**config.mk**
```make
export PLATFORM = sky130hd
export DESIGN_NAME = ps2_scan_receiver
export DESIGN_NICKNAME = d
export VERILOG_FILES = /design/src/rtl/ps2_pkg.sv /design/src/rtl/ps2_line_filter.sv /design/src/rtl/ps2_scan_receiver.sv
export SDC_FILE = /design/constraint.sdc
export NUM_CORES = 1
export LEC_CHECK = 0
export ABC_AREA = 1
export CORE_MARGIN = 2
export CORE_UTILIZATION = 35
export CTS_BUF_LIST = sky130_fd_sc_hd__clkbuf_8
export CTS_CLUSTER_SIZE = 24
export DETAILED_ROUTE_END_ITERATION = 10
export MAX_ROUTING_LAYER = met4
export PLACE_DENSITY = 0.58
export SYNTH_ARGS = -nofsm -noshare
export SYNTH_HDL_FRONTEND = slang
export SYNTH_HIERARCHICAL = 1
export SYNTH_SLANG_ARGS = --single-unit
export TNS_END_PERCENT = 30
```
**constraint.sdc**
```tcl
create_clock -name clk -period 1.4 [get_ports clk]
set_input_delay 0.35 -clock clk [delete_from_list [all_inputs] [get_ports clk]]
set_output_delay 0.35 -clock clk [all_outputs]
set_load 0.01 [all_outputs]
```
**src/rtl/ps2_pkg.sv**
```systemverilog
// Shared definitions for the PS/2 scan-code receiver.
// State encoding and protocol byte constants.
package ps2_pkg;

    typedef enum logic [1:0] {
        IDLE,
        DATA,
        PARITY,
        STOP
    } ps2_state_t;

    localparam logic [7:0] PS2_EXT = 8'hE0;
    localparam logic [7:0] PS2_BRK = 8'hF0;
    localparam int PS2_DATA_BITS = 8;

endpackage

```
**src/rtl/ps2_line_filter.sv**
```systemverilog
// Two-flop synchroniser, run-length glitch filter and
// falling-edge strobe for one raw PS/2 line.
module ps2_line_filter #(
    parameter int FILTER_LEN = 8
) (
    input  logic clk,
    input  logic reset,
    input  logic line,
    output logic fall
);

    localparam int CW = (FILTER_LEN > 2) ? $clog2(FILTER_LEN) : 1;

    logic          meta;
    logic          sync;
    logic          filt;
    logic [CW-1:0] run;

    always_ff @(posedge clk) begin
        if (reset) begin
            meta <= 1'b1;
            sync <= 1'b1;
            filt <= 1'b1;
            fall <= 1'b0;
            run  <= '0;
        end else begin
            meta <= line;
            sync <= meta;
            fall <= 1'b0;
            if (sync == filt) begin
                run <= '0;
            end else if (run == CW'(FILTER_LEN - 1)) begin
                // FILTER_LEN consecutive samples disagree: accept new level
                filt <= sync;
                fall <= filt;
                run  <= '0;
            end else begin
                run <= run + 1'b1;
            end
        end
    end

endmodule

```
**src/rtl/ps2_scan_receiver.sv**
```systemverilog
// PS/2 keyboard frame receiver: framing checks, timeout and
// folding of E0/F0 prefixes into per-event flags.
module ps2_scan_receiver
    import ps2_pkg::*;
#(
    parameter int FILTER_LEN     = 8,
    parameter int TIMEOUT_CYCLES = 100000
) (
    input  logic       clk,
    input  logic       reset,
    input  logic       ps2_clk,
    input  logic       ps2_data,
    output logic [7:0] code,
    output logic       code_valid,
    output logic       extended,
    output logic       released,
    output logic       frame_err,
    output logic       busy
);

    localparam int TW = $clog2(TIMEOUT_CYCLES + 1);

    ps2_state_t    state;
    logic          fall;
    logic          data_m;
    logic          data_s;
    logic [2:0]    bit_cnt;
    logic [7:0]    shreg;
    logic          par;
    logic          acc_valid;
    logic          ext_pend;
    logic          rel_pend;
    logic [TW-1:0] tcnt;

    ps2_line_filter #(
        .FILTER_LEN(FILTER_LEN)
    ) u_clk_filt (
        .clk  (clk),
        .reset(reset),
        .line (ps2_clk),
        .fall (fall)
    );

    always_ff @(posedge clk) begin
        if (reset) begin
            data_m <= 1'b1;
            data_s <= 1'b1;
        end else begin
            data_m <= ps2_data;
            data_s <= data_m;
        end
    end

    always_ff @(posedge clk) begin
        if (reset) begin
            state      <= IDLE;
            bit_cnt    <= '0;
            shreg      <= '0;
            par        <= 1'b0;
            acc_valid  <= 1'b0;
            ext_pend   <= 1'b0;
            rel_pend   <= 1'b0;
            tcnt       <= '0;
            code       <= '0;
            code_valid <= 1'b0;
            extended   <= 1'b0;
            released   <= 1'b0;
            frame_err  <= 1'b0;
            busy       <= 1'b0;
        end else begin
            code_valid <= 1'b0;
            frame_err  <= 1'b0;
            acc_valid  <= 1'b0;

            // shreg holds the accepted byte while the FSM idles
            if (acc_valid) begin
                if (shreg == PS2_EXT) begin
                    ext_pend <= 1'b1;
                end else if (shreg == PS2_BRK) begin
                    rel_pend <= 1'b1;
                end else begin
                    code       <= shreg;
                    extended   <= ext_pend;
                    released   <= rel_pend;
                    code_valid <= 1'b1;
                    ext_pend   <= 1'b0;
                    rel_pend   <= 1'b0;
                end
            end

            if (state == IDLE || fall) begin
                tcnt <= '0;
            end else begin
                tcnt <= tcnt + 1'b1;
            end

            unique case (state)
                IDLE: begin
                    if (fall && !data_s) begin
                        state   <= DATA;
                        busy    <= 1'b1;
                        bit_cnt <= '0;
                    end
                end
                DATA: begin
                    if (fall) begin
                        shreg   <= {data_s, shreg[7:1]};
                        bit_cnt <= bit_cnt + 1'b1;
                        if (bit_cnt == 3'(PS2_DATA_BITS - 1)) begin
                            state <= PARITY;
                        end
                    end
                end
                PARITY: begin
                    if (fall) begin
                        par   <= data_s;
                        state <= STOP;
                    end
                end
                STOP: begin
                    if (fall) begin
                        state <= IDLE;
                        busy  <= 1'b0;
                        if (!data_s || !(^{shreg, par})) begin
                            frame_err <= 1'b1;
                            ext_pend  <= 1'b0;
                            rel_pend  <= 1'b0;
                        end else begin
                            acc_valid <= 1'b1;
                        end
                    end
                end
            endcase

            if (state != IDLE && !fall &&
                tcnt == TW'(TIMEOUT_CYCLES - 1)) begin
                state     <= IDLE;
                busy      <= 1'b0;
                frame_err <= 1'b1;
                ext_pend  <= 1'b0;
                rel_pend  <= 1'b0;
            end
        end
    end

endmodule

```
Yosys cells after proc, flatten, opt, wreduce, memory -nomap -nowiden
Index checks and enable logic that the tools add are counted.
- flip-flop bits (word level): 56
- input bits: 4
- output and inout bits: 13
- word-level logic and storage cells: 101
- $add $sub $neg: 3
- equality and inequality tests: 14
- multiplexer cells: 30
- bitwise operators: 7
- reductions and logical operators: 26
- operator list (cell ; count):
    1-bit two-way mux ; 20
    17-bit by 1-bit adder with 17-bit output (second input constant) ; 1
    17-bit == test (second input constant) ; 1
    8-bit == test (second input constant) ; 2
    3-bit OR reduction ; 4
    2-bit two-way mux ; 5
    3-bit AND reduction ; 3
    9-bit XOR reduction ; 1
    2-bit by 1-bit inequality test with 1-bit output (second input constant) ; 4
    2-bit one-hot mux with 4 select lines ; 1
    1-bit NOT ; 7
    3-bit by 1-bit adder with 3-bit output (second input constant) ; 2
    3-bit == test (second input constant) ; 2
    3-bit two-way mux ; 2
    3-bit one-hot mux with 2 select lines ; 1
    2-bit AND reduction ; 3
    2-bit nonzero test ; 3
    5-bit AND reduction ; 1
    2-bit == test (second input constant) ; 2
    2-bit OR reduction ; 2
    1-bit logical AND ; 3
    1-bit logical NOT ; 3
    2-bit by 1-bit == test with 1-bit output (second input constant) ; 1
    2-bit logical NOT ; 1
    4 further kinds ; 5

Depth between registers and ports, before layout
- depth in word-level cells: 7
- mapped depth: 12
- mapped depth without buffers: 12

Hierarchy
The synthesis kept the hierarchy.
- modules (own cells, without submodules) (module ; times used ; cells each ; area each (um2) ; sequential area each (um2)):
    ps2_scan_receiver ; 1 ; 289 ; 2238.4 ; 980.9
    ps2_line_filter ; 1 ; 26 ; 239.0 ; 140.1

Worst setup path after synthesis
OpenSTA, ideal clock, no wires.
- kind: register to register
- start: register state[0]
- end: register tcnt[14]
- setup time: 0.073 ns
- arrival time: 1.358 ns
- data required time: 1.327 ns
- path slack: -0.031 ns
- cell stages (with the launch flop): 9
- buffers on the path: 1
- period minus slack after synthesis: 1.431 ns
- cell sequence: dfxtp_1 inv_1 ha_1 inv_1 nand2_1 nor2_2 inv_1 buf_2 nor3_2
- cells in the longest elaborated chain, start to end: 3
- ends and longest elaborated chain (element ; RTL line ; source):
    from (decl) ; ps2_scan_receiver.sv:23 ; ps2_state_t state;
    from (signal assigned) ; ps2_scan_receiver.sv:56 ; state <= IDLE;
    from (signal assigned) ; ps2_scan_receiver.sv:100 ; state <= DATA;
    from (signal assigned) ; ps2_scan_receiver.sv:110 ; state <= PARITY;
    2-bit logical NOT ; ps2_scan_receiver.sv:91 ; if (state == IDLE || fall) begin
    1-bit logical OR ; ps2_scan_receiver.sv:91 ;
    2-bit OR reduction (no line) ; - ;
    to (signal assigned) ; ps2_scan_receiver.sv:94 ; tcnt <= tcnt + 1'b1;
    to (decl) ; ps2_scan_receiver.sv:33 ; logic [TW-1:0] tcnt;
Every way passes these cells.
A chain may end at the register's enable or synchronous reset.

Worst setup path in the final report
- start: register tcnt[1]
- end: register tcnt[16]
- cells in the longest elaborated chain, start to end: 1
- ends and longest elaborated chain (element ; RTL line):
    17-bit by 1-bit adder with 17-bit output ; ps2_scan_receiver.sv:94
Every way passes these cells.

==> summary.txt <==
Status
  – Status: finished with violations
  – Violated checks: setup timing

Clock network
  – CTS tree: done
  – Latest clock arrival within the worst-skew pair: 0.31 ns
  – TritonCTS Buffers: 5
  – # hold bufs at CTS: 0
  – # clock sinks: 56
  – Root Driver: clkbuf_8
  – CTS Buffer Depth: 2
  – H-tree depth: 2
  – Reg clk slew, reported paths: 0.10 ns

Final layout
  – Post-route cell area: 0.00313 mm2
  – Fin nets: around 370
  – Diodes inserted: 0
  – Share of cells above drive strength 1: 0.245
  – Fin util: 0.458
  – Area Growth Syn to Fin: 26.2%

Die
  – Core Area: just under 0.007 mm2
  – Die H: ~90 um
  – Starting density of the core: 0.363
  – IO Pins: 17
  – Number of cell rows: 30
  – Die ar.: 0.00777 mm2
  – Die width: 88.1 um

STA
  – Fin crit period: 1.46 ns
  – Final setup fails: 1
  – Worst-margin pin slew: 0.366 ns
  – Relative slew slack: 0.754
  – Setup TNS: -0.0645 ns
  – Fin. Hold Viols: 0
  – Final setup margin: -0.0645 ns
  – Fmax: roughly 680 MHz
  – Fin crit share: 1.05
  – Skew final: 0.0115 ns
  – Slew Limit Fails: 0
  – Hold slack: 0.417 ns
  – RSZ-0062 raised after global routing: true

Flow run
  – Max-Cap Viols: 0

GRT
  – GRT overflow: 0
  – Total global-route track usage: 0.137
  – Vias in the first global route: 1900
  – Initial antenna violation count: 0
  – First-pass GRT wire length: 8290 um
  – Largest net degree at the start of global routing: 19

Synth
  – Post-synth EDFFs: 0
  – Sequential cell area fraction in the yosys report: 0.453
  – Cell variety after synth: 36
  – Cell Area, Synth: 0.00248 mm2
  – Synth top area share: 0.453
  – Largest area contributor in the netlist: dfxtp_1
  – Largest cells by area after synthesis: dfxtp_1 (45%), nand2_1 (8.0%), a21oi_1 (6.7%)
  – Most used DFF post-synth: dfxtp_1
  – Mean Syn Cell Area: 7.86 um2
  – Yosys reg bits: 56
  – YS warnings: 6
  – Synth Instances: ~320
  – Mapped Nets: 329
  – Async SR Flop Fraction: 0

Placed design
  – Placement Cell Area: 0.00289 mm2
  – Post-detail-place hpwl: 3550 um
  – RD Place Congestion: between 0.7 and 0.8
  – DP Worst Slack: -0.0964 ns
  – PortBufs: 16

Route
  – Met3 Wirelength: 141 um
  – Wirelength per Cell: between 10 and 15 um
  – DR iter-0 viols: 76
  – Max layer used: met4
  – Via count: 2059
  – Met1 WL: 2340 um
  – Antenna Violating Nets Remaining: 0
  – DR DRC count: 0
  – Vias per cell: between 4 and 5
  – Final WL: 4850 um
  – First-pass DRT Iterations: 4
  – WL met2: 2320 um

Min path
  – Worst Hold Class: reg2reg
  – Hold_sp: u_clk_filt/meta

Critical path
  – Critical Path Start: tcnt[1]
  – Critical path's slowest cell: dfxtp_2
  – Worst path bufs/invs: 0
  – WP data required: 1.62 ns
  – CP endpoint kind: flip-flop
  – Crit-path most repeated cell: nor2_4
  – Reg2Reg Launch Point: tcnt[1]
  – Crit Path Category: reg2reg
  – Worst Setup Start Kind: flip-flop
  – Largest delay share family, worst path: simple AND/OR/NAND/NOR gates
  – Worst-path fanout max: 4
  – CP max stage delay: 0.36 ns
  – Crit-path cells: ha_4 > nand2_4 > nor2_4 > nand2_2 > nor2_4 > nand3_4 > nor2_4 > nand4_1 > nand2_1 > nor2_1
  – Crit path DAT: 1.68 ns

Power
  – Pwr Density: 878 mW/mm2
  – Leak: 1.31 nW
  – Worst vdd ir: 0.496 mV
[synth_stat cells, types with 2 or more instances]
cell type,number
a21oi_2,2
a211oi_1,3
nor2_1,26
or2_2,5
o21ai_1,3
nand3_2,2
inv_1,42
nor4_1,2
o21ai_0,17
nand4_1,4
clkbuf_1,3
nor3_2,3
o21a_1,2
ha_1,10
nand2_2,6
a31oi_1,2
dfxtp_1,56
nand3_1,11
nor3_1,7
nor2_4,2
nand2_1,53
inv_2,4
nor2_2,5
a21oi_1,33
[cell families (layout without fill, tap and decap cells)]
kind of cell | Yosys count | count (layout) | synth area share
DFF | 56 | 56 | 0.453
xor gates and xnor gates | 1 | 1 | 0.00354
buffers and inverters | 51 | 91 | 0.0808
and+or+nand+nor | 131 | 131 | 0.261
AOI/OAI and AO/OA | 66 | 66 | 0.152
adders and majority gates | 10 | 10 | 0.0505
[area by class of cell]
cell class / count / area, um2
fillers: 707 / 3700
clock inverters: 3 / 47.5
repair buffers: 37 / 327
flip-flops and latches: 56 / 1130
well taps: 96 / 120
multi-input cells: 208 / 1250
inverters: 46 / 183
clock buffers: 5 / 68.8
[worst reg2reg max path: stages (launching register included)]
cell and delay (ns):
dfxtp_2 0.36, ha_4 0.16, nand2_4 0.06, nor2_4 0.12, nand2_2 0.08, nor2_4 0.15
nand3_4 0.11, nor2_4 0.15, nand4_1 0.08, nand2_1 0.08, nor2_1 0.03
[stage by stage]
step           cells  power, mW
4_1_cts          448       2.78
3_5_place_dp     440       1.70
6_report         451       2.74
2_1_floorplan    315       1.66
3_3_place_gp     440       1.70
5_1_grt          451       2.85
[worst paths after layout]
| path | end | slack (ns) | depth (start not counted) |
|---|---|---|---|
| min reg2reg | u_clk_filt/sync | 0.42 | 1 |
| max reg2reg | tcnt[16] | -0.06 | 10 |
| min | u_clk_filt/sync | 0.42 | 1 |
| max | tcnt[16] | -0.06 | 10 |
[routing by layer]
layer / vias up / GRT usage
met5: - / -
met2: 23 / 0.227
met4: 0 / 0.0331
met1: 922 / 0.171
li1: 1107 / -
met3: 7 / 0.0283
[state kept, by name, indices dropped and copies added (netlist names), 2 cells and up]
name            cells
bit_cnt             3
code                8
shreg               8
state               2
tcnt               17
u_clk_filt/run      3
[placed cells by master (no fill, tap or decap), types with 4 or more instances in the layout]
master,n
nand2_1,51
dfxtp_1,50
dlygate4sd2_1,13
nand2_2,7
clkbuf_8,5
inv_4,4
nor3_1,5
buf_4,19
ha_1,7
nor2_4,4
nand4_1,4
inv_1,38
inv_2,4
dfxtp_2,6
nor2_1,26
nand3_1,10
a21oi_1,30
o21ai_0,13
or2_2,5
nor3_2,5
o21ai_1,5
a21oi_2,5
[power breakdown]
part	total [mW]	leakage (nW)	internal, mW	switching, mW
Sequential	1.60	0.455	1.60	0.00290
Clock	1.08	0.0583	0.540	0.544
Combinational	0.0599	0.794	0.0308	0.0290
[timing repair]
action                                  4_1_cts  5_1_grt
resized for setup                            20       29
endpoints found under the hold margin         0        0
setup buffers                                 0        3
pin swaps                                     0       12
endpoints found under the setup margin       26       29
Note: power is estimated with default switching activity, not from simulation.
==> edit 1, RTL diff (config.mk and constraints unchanged) <==
Re-encode `ps2_state_t` (4 states) as one-hot, 4 bits wide.
--- a/src/rtl/ps2_pkg.sv
+++ b/src/rtl/ps2_pkg.sv
@@ -2,11 +2,11 @@
 // State encoding and protocol byte constants.
 package ps2_pkg;
 
-    typedef enum logic [1:0] {
-        IDLE,
-        DATA,
-        PARITY,
-        STOP
+    typedef enum logic [3:0] {
+        IDLE   = 4'b0001,
+        DATA   = 4'b0010,
+        PARITY = 4'b0100,
+        STOP   = 4'b1000
     } ps2_state_t;
 
     localparam logic [7:0] PS2_EXT = 8'hE0;
Formal check against the unedited RTL: no difference found for any inputs over 10 cycles, from zero or initial values and one cycle with reset high; not proved beyond that.
==> edit 1 against the original RTL <==
The flow still finishes with violations (negative setup slack); sequential cell count is 2 higher; die area is 0.30% higher; synthesized area is 0.30% higher; design area is 11% higher; global-route usage is 2.1 points higher; wire length is 8.9% higher; worst hold slack worse by 0.0079 ns; total power is 24% higher; setup slack worse by 0.11 ns; largest cell class unchanged; largest power group is now the clock network.
==> edit 1: results (changes against the original RTL) <==
outcome:
  outcome: "finished, violations left"  # unchanged
  violations: "negative setup slack"  # unchanged
placed_design:
  globalplace.congestion: 0.781  # was 0.767
  post-place-ws_ns: -0.143  # was -0.0964 ns
  dp_cells: 466  # was 440
  dp.final_hpwl_um: 3760  # was 3550 um
  placed_area_sq_mm: 0.00299  # was 0.00289 sq mm
cells_and_area:
  layout-drive-gt1-share_pct: 30.7  # was 24.5%
routing:
  drtIter0Drc: 125  # was 76
  firstDrtPassIters: 4  # unchanged
synthesis:
  seq_area_frac_synth_pct: 46.7  # was 45.3%
  ys_top_cells_by_area: "dfxtp_1 47%, nand2_1 7.9%, inv_1 6.8%"  # was dfxtp_1 45%, nand2_1 8.0%, a21oi_1 6.7%
  synthCells: 329  # was 315
  synthesis.nets: 338  # was 329
  ys_types: 31  # was 36
clock_network:
  clock_latency_ns: 0.34  # was 0.31 ns
  cts_buffers: 9  # was 5
  path_clk_slew_ns: 0.07  # was 0.10 ns
pwr:
  irDropWorstVdd_v: 0.000625  # was 0.000496 V
  leakagePower_nw: 1.48  # was 1.31 nW
sta:
  final-setup-viol-count: 14  # was 1
  setup_tns_ns: -0.700  # was -0.0645 ns
  final.setup.worst_slack_ns: -0.177  # was -0.0645 ns
  slew_headroom_pct: 79.6  # was 75.4%
  skew_ns: 0.00958  # was 0.0115 ns
  whs_ns: 0.409  # was 0.417 ns
critical_path:
  reg2reg_depth: 8  # was 10
  cp_max_fo: 3  # was 4
global_routing:
  grt_usage_pct: 15.8  # was 13.7%
  gr-usage-met1_pct: 20.8  # was 17.1%
  grt_pass1_vias: 2057  # was 1900
  grt_max_degree: 21  # was 19
  grt_pass1_wl_um: 9220  # was 8290 um
==> edit 1: kinds of logic after synthesis <==
| group | synth area share, % |
|---|---|
| AO/OA/AOI/OAI | 13.4 |
| adder cells (fa/ha/maj) | 2.52 |
| buffers and inverters | 8.51 |
| flip-flops | 46.7 |
| AND/OR/NAND/NOR | 28.8 |
==> edit 1: layer usage <==
metal	vias up	share of wire (%)	wire length, um
met2	40	43	2270
met5	-	0	0
li1	1195	-	-
met4	0	1.9	99
met3	11	4.3	226
met1	1032	51	2690
==> edit 1: area by class of cell <==
cell class                 instances  area, sq um
tap                               96          120
clock inverter                     5         78.8
timing repair buffer              53          483
sequential                        58         1170
clock buffer                      10          138
fill                             677         3370
multi-input combinational        218         1300
inverter                          47          179
==> edit 1: worst max-delay path by stage <==
stage | startpoint | to | slack, ns | cells past startpoint
after floorplan | tcnt[0] | ext_pend | 0.03 | 10
after global placement | reset | tcnt[10] | -0.13 | 5
after detailed placement | reset | tcnt[10] | -0.14 | 5
after CTS | tcnt[1] | tcnt[16] | -0.12 | 8
after global routing | tcnt[1] | tcnt[16] | -0.30 | 8
final | tcnt[1] | tcnt[16] | -0.18 | 8
==> edit 1: timing repair <==
action	4_1_cts	5_1_grt
setup endpoints to repair	36	41
resized for setup	14	68
buffers inserted	0	6
pin swaps	0	18
gates cloned	0	1
==> edit 1: power groups by stage <==
stage | registers (mW) | clock network (mW) | logic (mW)
floorplan | 1.70 | 0 | 0.0226
global placement | 1.70 | 0 | 0.0496
detailed placement | 1.70 | 0 | 0.0499
CTS | 1.66 | 1.74 | 0.0500
global route | 1.66 | 1.82 | 0.0621
finish | 1.66 | 1.69 | 0.0555
==> edit 2, RTL diff (same settings) <==
Without the edit above. `FILTER_LEN` is set to 8 in 2 places; all go to 16.
--- a/src/rtl/ps2_line_filter.sv
+++ b/src/rtl/ps2_line_filter.sv
@@ -1,7 +1,7 @@
 // Two-flop synchroniser, run-length glitch filter and
 // falling-edge strobe for one raw PS/2 line.
 module ps2_line_filter #(
-    parameter int FILTER_LEN = 8
+    parameter int FILTER_LEN = 16
 ) (
     input  logic clk,
     input  logic reset,
--- a/src/rtl/ps2_scan_receiver.sv
+++ b/src/rtl/ps2_scan_receiver.sv
@@ -3,7 +3,7 @@
 module ps2_scan_receiver
     import ps2_pkg::*;
 #(
-    parameter int FILTER_LEN     = 8,
+    parameter int FILTER_LEN     = 16,
     parameter int TIMEOUT_CYCLES = 100000
 ) (
     input  logic       clk,
Formal check against the unedited RTL: no difference found for any inputs over 10 cycles, from zero or initial values and one cycle with reset high; that may be too few to reach the edited logic, so the function may still have changed.
==> edit 2 against the original RTL <==
The flow still finishes with violations (negative setup slack); sequential cell count is 1 higher; non-clock buffer count up 3; wire length is 4.9% higher; worst hold slack got worse by 0.0064 ns; die area rose by 2.1%; synthesized area is 2.2% higher; total power up 15%; synthesized cell count is 2.2% higher; core utilization hardly changed; sequential share of layout area decreased by 0.86 points; clock power increased by 35%; design area is 4.5% higher; setup slack better by 0.0058 ns; critical path type unchanged; critical endpoint unchanged; largest cell class unchanged; largest power group unchanged; highest routed layer unchanged.
==> edit 2: results (changes against the original RTL) <==
synthesis:
  synthTopCellsByCount: "57 x dfxtp_1, 55 x nand2_1, 41 x inv_1, 32 x a21oi_1, 28 x nor2_1"  # was 56 x dfxtp_1, 53 x nand2_1, 42 x inv_1, 33 x a21oi_1, 26 x nor2_1
  seq_area_frac_synth_pct: 45.1  # was 45.3%
  synth_xor_area_share_pct: 0.692  # was 0.354%
  synthesis.nets: 335  # was 329
  ys_top_cells_by_area: "dfxtp_1 45%, nand2_1 8.2%, a21oi_1 6.3%"  # was dfxtp_1 45%, nand2_1 8.0%, a21oi_1 6.7%
  synth_compound_area_share_pct: 14.4  # was 15.2%
  synth_adder_area_share_pct: 4.45  # was 5.05%
  async_flop_share_pct: 0  # unchanged
  ys_types: 37  # was 36
  synthCells: 322  # was 315
placed_design:
  placed_area_sq_mm: 0.00297  # was 0.00289 sq mm
  dp.final_hpwl_um: 3680  # was 3550 um
  post-place-ws_ns: -0.157  # was -0.0964 ns
  dp_cells: 452  # was 440
  globalplace.congestion: 0.889  # was 0.767
hold_path:
  worstHoldStart: "u_clk_filt/meta"  # unchanged
  worstHoldPathCells: 1  # unchanged
outcome:
  violations: "negative setup slack"  # unchanged
  outcome: "finished, violations left"  # unchanged
critical_path:
  cp_num_cells: 10  # unchanged
  reg2reg_depth: 10  # unchanged
  cp_max_fo: 4  # unchanged
  slowest_stage: "dfxtp_2"  # unchanged
  critical-path-max-stage-delay_ns: 0.35
clock_network:
  cts_htree_levels: 3  # was 2
  cts_buffers: 9  # was 5
  cts_resized: 15  # was 20
  clock_latency_ns: 0.34  # was 0.31 ns
  path_clk_slew_ns: 0.07  # was 0.10 ns
  clockBufferDepth: 2  # unchanged
routing:
  routed_via_density: 4.53  # was 4.57
  drtIter0Drc: 72  # was 76
  firstDrtPassIters: 5  # was 4
  wl_per_cell_um: 10.8  # about the same
sta:
  slew_headroom_pct: 73.6  # was 75.4%
  final.setup.worst_slack_ns: -0.0586  # was -0.0645 ns
  skew_ns: 0.00747  # was 0.0115 ns
  setup_tns_ns: -0.0814  # was -0.0645 ns
  final-setup-viol-count: 2  # was 1
  whs_ns: 0.410  # was 0.417 ns
cells_and_area:
  finish.net_count: 381  # was 368
  layout-drive-gt1-share_pct: 26.5  # was 24.5%
  final_cells: 472  # was 451
global_routing:
  grt_max_degree: 16  # was 19
  grt_pass1_wl_um: 8190  # was 8290 um
  grt_usage_pct: 13.8  # was 13.7%
  antenna_found_initial: 0  # unchanged
  grt_pass1_vias: 1917  # was 1900
pwr:
  irDropWorstVdd_v: 0.000544  # was 0.000496 V
  leakagePower_nw: 1.38  # was 1.31 nW
==> edit 2: changes by cell type after synthesis, sizes merged <==
cell   change
ha         -1
dfxtp      +1
inv        -1
or2        +1
nor3       -1
nand4      +1
xnor2      +1
nand3      +4
nand2      +2
a21oi      -1
o21ai      -1
nor2       +2
==> edit 2: routing by layer <==
| layer | up-vias | GRT usage [%] | wire, um |
|---|---|---|---|
| met5 | - | - | 0 |
| met4 | 0 | 5.29 | 97 |
| li1 | 1143 | - | - |
| met3 | 10 | 4.52 | 153 |
| met1 | 959 | 15.7 | 2300 |
| met2 | 24 | 22.7 | 2540 |
==> edit 2: report_power, final <==
part           internal [mW]  switching [mW]  total [mW]
sequential              1.63         0.00316        1.63
clock                  0.823           0.638        1.46
combinational         0.0325          0.0282      0.0607
==> edit 2: area by class of cell <==
cell class	count	area (sq um)
clock buffer	13	179
clock inverter	3	13.8
multi-input combinational	215	1270
tap	99	124
fill	751	3870
sequential	57	1150
inverter	45	176
timing repair buffer	40	349
